==> config.mk <==
export PLATFORM = sky130hd
export DESIGN_NAME = reg_file_sb
export DESIGN_NICKNAME = d
export VERILOG_FILES = /design/src/rtl/reg_file_sb.sv
export SDC_FILE = /design/constraint.sdc
export NUM_CORES = 2
export LEC_CHECK = 0
export BUFFER_PORTS_ARGS = -buffer_cell sky130_fd_sc_hd__buf_2
export CAP_MARGIN = 20
export CORE_UTILIZATION = 38
export CTS_CLUSTER_DIAMETER = 40
export DETAILED_ROUTE_END_ITERATION = 16
export PLACE_DENSITY = 0.55
export SLEW_MARGIN = 25
export SYNTH_ARGS = -nofsm -noshare
export SYNTH_HDL_FRONTEND = slang
export SYNTH_SLANG_ARGS = --single-unit
==> constraint.sdc <==
create_clock -name clk -period 6.9 [get_ports clk]
set_clock_uncertainty 0.2 [all_clocks]
set_input_delay 1.38 -clock clk [delete_from_list [all_inputs] [get_ports clk]]
set_output_delay 1.38 -clock clk [all_outputs]
set_load 0.01 [all_outputs]
==> src/rtl/reg_file_sb.sv <==
// Multi-read-port register file with a per-entry pending (scoreboard) bit and pending counter.
// Optional macro REG_FILE_BYPASS_EN forwards same-cycle write data and pending state to the read ports.
module reg_file_sb #(
    parameter int DATA_W   = 32,
    parameter int ADDR_W   = 5,
    parameter int NUM_RD   = 2,
    parameter int ZERO_REG = 1
) (
    input  logic                     clk,
    input  logic                     rst_n,
    input  logic                     we,
    input  logic [ADDR_W-1:0]        waddr,
    input  logic [DATA_W-1:0]        wdata,
    input  logic                     rsv,
    input  logic [ADDR_W-1:0]        rsv_addr,
    input  logic [NUM_RD*ADDR_W-1:0] raddr,
    output logic [NUM_RD*DATA_W-1:0] rdata,
    output logic [NUM_RD-1:0]        busy,
    output logic [ADDR_W:0]          pend_cnt
);

    localparam int DEPTH = 2 ** ADDR_W;
    localparam logic [ADDR_W:0] CNT_ONE = {{ADDR_W{1'b0}}, 1'b1};

    logic [DATA_W-1:0] r_mem [DEPTH];
    logic [DEPTH-1:0]  r_pend;
    logic [ADDR_W:0]   r_pendCnt;

    logic w_wrEn;
    logic w_rsvEn;
    logic w_cntInc;
    logic w_cntDec;

    // Entry 0 is immune to writes and reserves when hardwired to zero.
    assign w_wrEn  = rst_n && we  && !((ZERO_REG != 0) && (waddr == '0));
    assign w_rsvEn = rst_n && rsv && !((ZERO_REG != 0) && (rsv_addr == '0));

    assign w_cntInc = w_rsvEn && !r_pend[rsv_addr];
    assign w_cntDec = w_wrEn && r_pend[waddr] && !(w_rsvEn && (rsv_addr == waddr));

    always_ff @(posedge clk or negedge rst_n) begin
        if (!rst_n) begin
            for (int i = 0; i < DEPTH; i++) begin
                r_mem[i] <= '0;
            end
        end else if (w_wrEn) begin
            r_mem[waddr] <= wdata;
        end
    end

    // Reserve is applied after the clear so that it wins on an address collision.
    always_ff @(posedge clk or negedge rst_n) begin
        if (!rst_n) begin
            r_pend <= '0;
        end else begin
            if (w_wrEn) begin
                r_pend[waddr] <= 1'b0;
            end
            if (w_rsvEn) begin
                r_pend[rsv_addr] <= 1'b1;
            end
        end
    end

    always_ff @(posedge clk or negedge rst_n) begin
        if (!rst_n) begin
            r_pendCnt <= '0;
        end else begin
            case ({w_cntInc, w_cntDec})
                2'b10:   r_pendCnt <= r_pendCnt + CNT_ONE;
                2'b01:   r_pendCnt <= r_pendCnt - CNT_ONE;
                default: r_pendCnt <= r_pendCnt;
            endcase
        end
    end

    assign pend_cnt = r_pendCnt;

    for (genvar gi = 0; gi < NUM_RD; gi++) begin : g_rd
        logic [ADDR_W-1:0] w_addr;
        logic              w_isZero;

        assign w_addr   = raddr[gi*ADDR_W +: ADDR_W];
        assign w_isZero = (ZERO_REG != 0) && (w_addr == '0);

`ifdef REG_FILE_BYPASS_EN
        logic w_hit;
        logic w_rsvHit;

        // A forwarded entry is busy only if it is being re-reserved in the same cycle.
        assign w_hit    = w_wrEn && (waddr == w_addr);
        assign w_rsvHit = w_rsvEn && (rsv_addr == w_addr);

        assign rdata[gi*DATA_W +: DATA_W] = w_isZero ? '0 : (w_hit ? wdata : r_mem[w_addr]);
        assign busy[gi] = w_isZero ? 1'b0 : (w_hit ? w_rsvHit : r_pend[w_addr]);
`else
        assign rdata[gi*DATA_W +: DATA_W] = w_isZero ? '0 : r_mem[w_addr];
        assign busy[gi] = w_isZero ? 1'b0 : r_pend[w_addr];
`endif
    end

endmodule

==> tab_implementation.tex <==
\begin{tabular}{lr}
\hline
Metric & Value \\
\hline
\multicolumn{2}{l}{\textbf{Outcome}} \\
\quad Status & completed \\
\multicolumn{2}{l}{\textbf{Setup path}} \\
\quad WP buf/inv & 3 \\
\quad Crit-path cells & buf\_2 > nor2b\_4 > buf\_4 > a22o\_1 > a2111oi\_0 > nor3\_1 > buf\_2 \\
\quad Worst-path maximum fanout & 21 \\
\quad Most frequent cell on the critical path & sky130\_fd\_sc\_hd\_\_buf\_2 \\
\quad Cell family with the largest share of critical-path delay & simple AND/OR/NAND/NOR gates \\
\quad Worst path slowest cell & sky130\_fd\_sc\_hd\_\_nor2b\_4 \\
\quad Kind of capture point of the worst setup path & output port \\
\quad Arrival time reported for the critical path endpoint & between 4 and 5 ns \\
\quad Required time at the endpoint of the critical path & around 5.3 ns \\
\quad Highest cell delay on the worst timing path & about 0.70 ns \\
\quad Kind of launch point of the worst setup path & primary input \\
\quad Critical path class & in2out \\
\multicolumn{2}{l}{\textbf{Timing}} \\
\quad Actual transition at the worst max-transition pin & 1.10 ns \\
\quad Period utilization & approximately 84\% \\
\quad Pins Over Slew Limit & 0 \\
\quad Final worst hold slack & approximately 0.17 ns \\
\quad Final sum of negative setup slack & 0 ns \\
\quad Final hold viol count & 0 \\
\quad Number of setup violations in the final report & 0 \\
\quad Worst setup margin & $\sim$1.1 ns \\
\quad Setup repair after global routing missed its margin & false \\
\quad Highest clock rate & around 170 MHz \\
\quad Slew Limit Headroom & 26.4\% \\
\quad Post-layout min period & just under 6 ns \\
\multicolumn{2}{l}{\textbf{Final layout}} \\
\quad Number of non-filler instances in the completed layout & a little under 6k \\
\quad Count of fill cells added during filler insertion & between 10k and 15k \\
\quad Layout cell share with drive strength beyond 1 & between 50\% and 60\% \\
\quad Area taken by flip-flops and latches & $\sim$27000 um\^{}2 \\
\quad Multi-input logic area & approximately 28000 um\^{}2 \\
\quad Nets@finish & approximately 3.9k \\
\quad Area growth syn-to-layout & 16.6\% \\
\multicolumn{2}{l}{\textbf{Place}} \\
\quad Cell Count Post-Placement & 5551 \\
\quad Worst setup slack before clock tree synthesis & about 1.2 ns \\
\quad Post-detailed-placement half-perimeter wirelength & about 110 mm \\
\quad GPL Wtd Cong & $\sim$0.79 \\
\quad IO buf count & around 130 \\
\multicolumn{2}{l}{\textbf{Min path}} \\
\quad Path type of the worst min-delay path & reg2reg \\
\multicolumn{2}{l}{\textbf{Clocking}} \\
\quad \# clock sinks & approximately 1.1k \\
\quad Clock tree from TritonCTS & yes \\
\quad Hold buffer count at CTS & 0 \\
\quad Clock latency of the later-clocked register in the worst-skew pair & between 0.8 and 0.9 ns \\
\quad Post-cts repair resize count & 0 \\
\quad Clock transition at the register clock pins on the worst setup and hold paths after CTS & around 0.050 ns \\
\quad Clock root cell & sky130\_fd\_sc\_hd\_\_clkbuf\_16 \\
\quad H-tree levels & 4 \\
\quad Setup Buffers After CTS & 0 \\
\quad Max clock buf depth & 3 \\
\quad TritonCTS buffer count & 173 \\
\multicolumn{2}{l}{\textbf{Detailed routing}} \\
\quad First-pass DRT Iterations & 5 \\
\quad Total Routed Length & $\sim$190 mm \\
\quad Average routed wire per standard cell & about 32 um \\
\quad DRC violation total after the first TritonRoute iteration & $\sim$3.3k \\
\quad \# DRC & 0 \\
\quad Routed vias & around 37k \\
\quad Vias per inst & about 6.2 \\
\quad Number of antenna-violating nets in the routed design & 0 \\
\multicolumn{2}{l}{\textbf{Global route}} \\
\quad Maximum number of pins on one net before global-route repair & 156 \\
\quad Aggregate global-route resource usage & 25.5\% \\
\quad Via count of the first global-routing pass & 37.4k \\
\quad Wire length of the first global-routing pass & 279 mm \\
\quad Initial antenna violation count & 14 \\
\quad Total grt overflow & 0 \\
\multicolumn{2}{l}{\textbf{Floorplan}} \\
\quad CORE AREA & 148000 um\^{}2 \\
\quad Initial standard-cell utilization of the core & approximately two fifths \\
\quad Width of the chip & roughly 390 um \\
\quad Boundary Pins & about 130 \\
\quad Die Ht & between 300 and 400 um \\
\quad Die area & about 150000 um\^{}2 \\
\quad Site row count & $\sim$140 \\
\multicolumn{2}{l}{\textbf{Synth}} \\
\quad Ys async rst share & 100\% \\
\quad Cell variety after synth & 64 \\
\quad Post-synthesis instance area & about 57000 um\^{}2 \\
\quad Flip-flop cell with the highest count after synthesis & sky130\_fd\_sc\_hd\_\_dfrtp\_1 \\
\quad Post-Synthesis Net Count & between 3k and 4k \\
\quad Most frequent cells after synthesis & sky130\_fd\_sc\_hd\_\_dfrtp\_1, sky130\_fd\_sc\_hd\_\_mux2\_2, sky130\_fd\_sc\_hd\_\_mux4\_2 \\
\quad Number of instances in the synthesized netlist & 3798 \\
\quad Share of the synthesized area in the top cell type & approximately 47\% \\
\quad Yosys Warn Count & 0 \\
\quad Dominant cells by area after synthesis & sky130\_fd\_sc\_hd\_\_dfrtp\_1, sky130\_fd\_sc\_hd\_\_mux2\_2, sky130\_fd\_sc\_hd\_\_mux4\_2 \\
\quad Avg Inst Size Synth & about 15 um\^{}2 \\
\quad Library cell with the highest instance count after synthesis & sky130\_fd\_sc\_hd\_\_dfrtp\_1 \\
\quad Count of flip-flops with a built-in enable after synthesis & 0 \\
\quad Number of storage elements in the synthesis netlist & roughly 1.1k \\
\quad Cell taking the most area after synthesis & sky130\_fd\_sc\_hd\_\_dfrtp\_1 \\
\quad Sequential fraction of the synthesis area & a little under half \\
\multicolumn{2}{l}{\textbf{Pwr}} \\
\quad Power density over the cells & just over 300 nW/um\^{}2 \\
\quad Largest voltage drop on the vdd net & 293 uV \\
\quad Leakage power of the design & between 20 and 30 nW \\
\multicolumn{2}{l}{\textbf{Flow run}} \\
\quad Count of maximum capacitance violations & 0 \\
\hline
\end{tabular}
==> sequential cells by signal, indices dropped and copies added, names as in the netlist <==
register  cells
pend_cnt      6
r_mem      1024
r_pend       32
==> cell families (layout without fill, tap and decap cells) <==
kind of cell             after synthesis  in the layout  synth area share (%)
flip-flops                          1062           1062                  46.8
XOR/XNOR                               8              8                 0.123
other                                  0              2                     0
buffers and inverters                466            613                  3.90
AO/OA/AOI/OAI                        377            377                  5.47
AND/OR/NAND/NOR                      205            205                  1.95
adder cells (fa/ha/maj)                6              6                 0.145
multiplexers                        1674           1674                  41.6
==> path summary, 6_finish.rpt <==
check	from	to	depth (start not counted)	slack [ns]
max in group asynchronous	rst_n	r_mem[554]$_DFFE_PN0P_	4	3.41
setup reg to reg	r_pend[27]$_DFF_PN0_	pend_cnt[5]$_DFFE_PN0P_	10	3.03
hold / removal	r_mem[1009]$_DFFE_PN0P_	r_mem[1009]$_DFFE_PN0P_	0	0.17
min in group asynchronous	rst_n	r_mem[832]$_DFFE_PN0P_	1	0.30
hold reg to reg	r_mem[1009]$_DFFE_PN0P_	r_mem[1009]$_DFFE_PN0P_	0	0.17
setup / recovery	raddr[8]	rdata[60]	7	1.12
==> area by class of cell <==
cell class                 count  share of cell area, %
multi-input combinational   2270                   42.7
sequential                  1062                   40.1
clock buffer                 208                   7.13
timing repair buffer         266                   3.70
tap                         1930                   3.65
clock inverter               114                   2.49
inverter                      25                  0.149
antenna                        2                0.00756
==> report_power, final <==
part,internal [mW],total (mW),switching (mW)
clock,6.13,9.50,3.36
sequential,7.07,7.71,0.643
combinational,1.64,2.92,1.28
total,14.8,20.1,5.28
==> placed cells by master (no fill, tap or decap), types with 20 or more instances in the layout <==
master | Yosys | layout
sky130_fd_sc_hd__bufinv_16 | 0 | 32
sky130_fd_sc_hd__mux2_2 | 1054 | 1054
sky130_fd_sc_hd__a221o_1 | 31 | 31
sky130_fd_sc_hd__clkbuf_16 | 0 | 176
sky130_fd_sc_hd__nor3_1 | 38 | 38
sky130_fd_sc_hd__o22ai_1 | 35 | 35
sky130_fd_sc_hd__nor2b_1 | 44 | 37
sky130_fd_sc_hd__buf_2 | 143 | 119
sky130_fd_sc_hd__o221ai_1 | 61 | 61
sky130_fd_sc_hd__a211oi_1 | 90 | 90
sky130_fd_sc_hd__a2111oi_0 | 25 | 25
sky130_fd_sc_hd__inv_1 | 24 | 24
sky130_fd_sc_hd__mux2i_1 | 173 | 173
sky130_fd_sc_hd__dfrtp_1 | 1062 | 1062
sky130_fd_sc_hd__nand2_1 | 51 | 38
sky130_fd_sc_hd__clkinv_2 | 0 | 24
sky130_fd_sc_hd__buf_4 | 44 | 92
sky130_fd_sc_hd__buf_12 | 1 | 38
sky130_fd_sc_hd__mux4_2 | 445 | 445
sky130_fd_sc_hd__clkbuf_8 | 0 | 21
sky130_fd_sc_hd__a22o_1 | 72 | 72
sky130_fd_sc_hd__inv_6 | 0 | 20
==> per-layer routing <==
layer	up-vias	global-route usage (%)	wire, um	share of wire, %
li1	14900	-	-	-
met1	20200	36.4	84900	44
met2	1302	39.1	88500	46
met3	326	5.03	12300	6.5
met4	6	7.57	5030	2.6
met5	-	0	34	0.018
==> per-stage QoR <==
stage                     power [mW]  util, %  cell area (um^2)
final                           20.1     44.7             66200
after global routing            20.9     44.7             66200
after CTS                       20.3     44.7             66200
after detailed placement        10.7     40.4             59800
after global placement          10.7     40.2             59500
after floorplan                 9.73        -             56800
No activity file was read; power rests on OpenSTA's default activity.
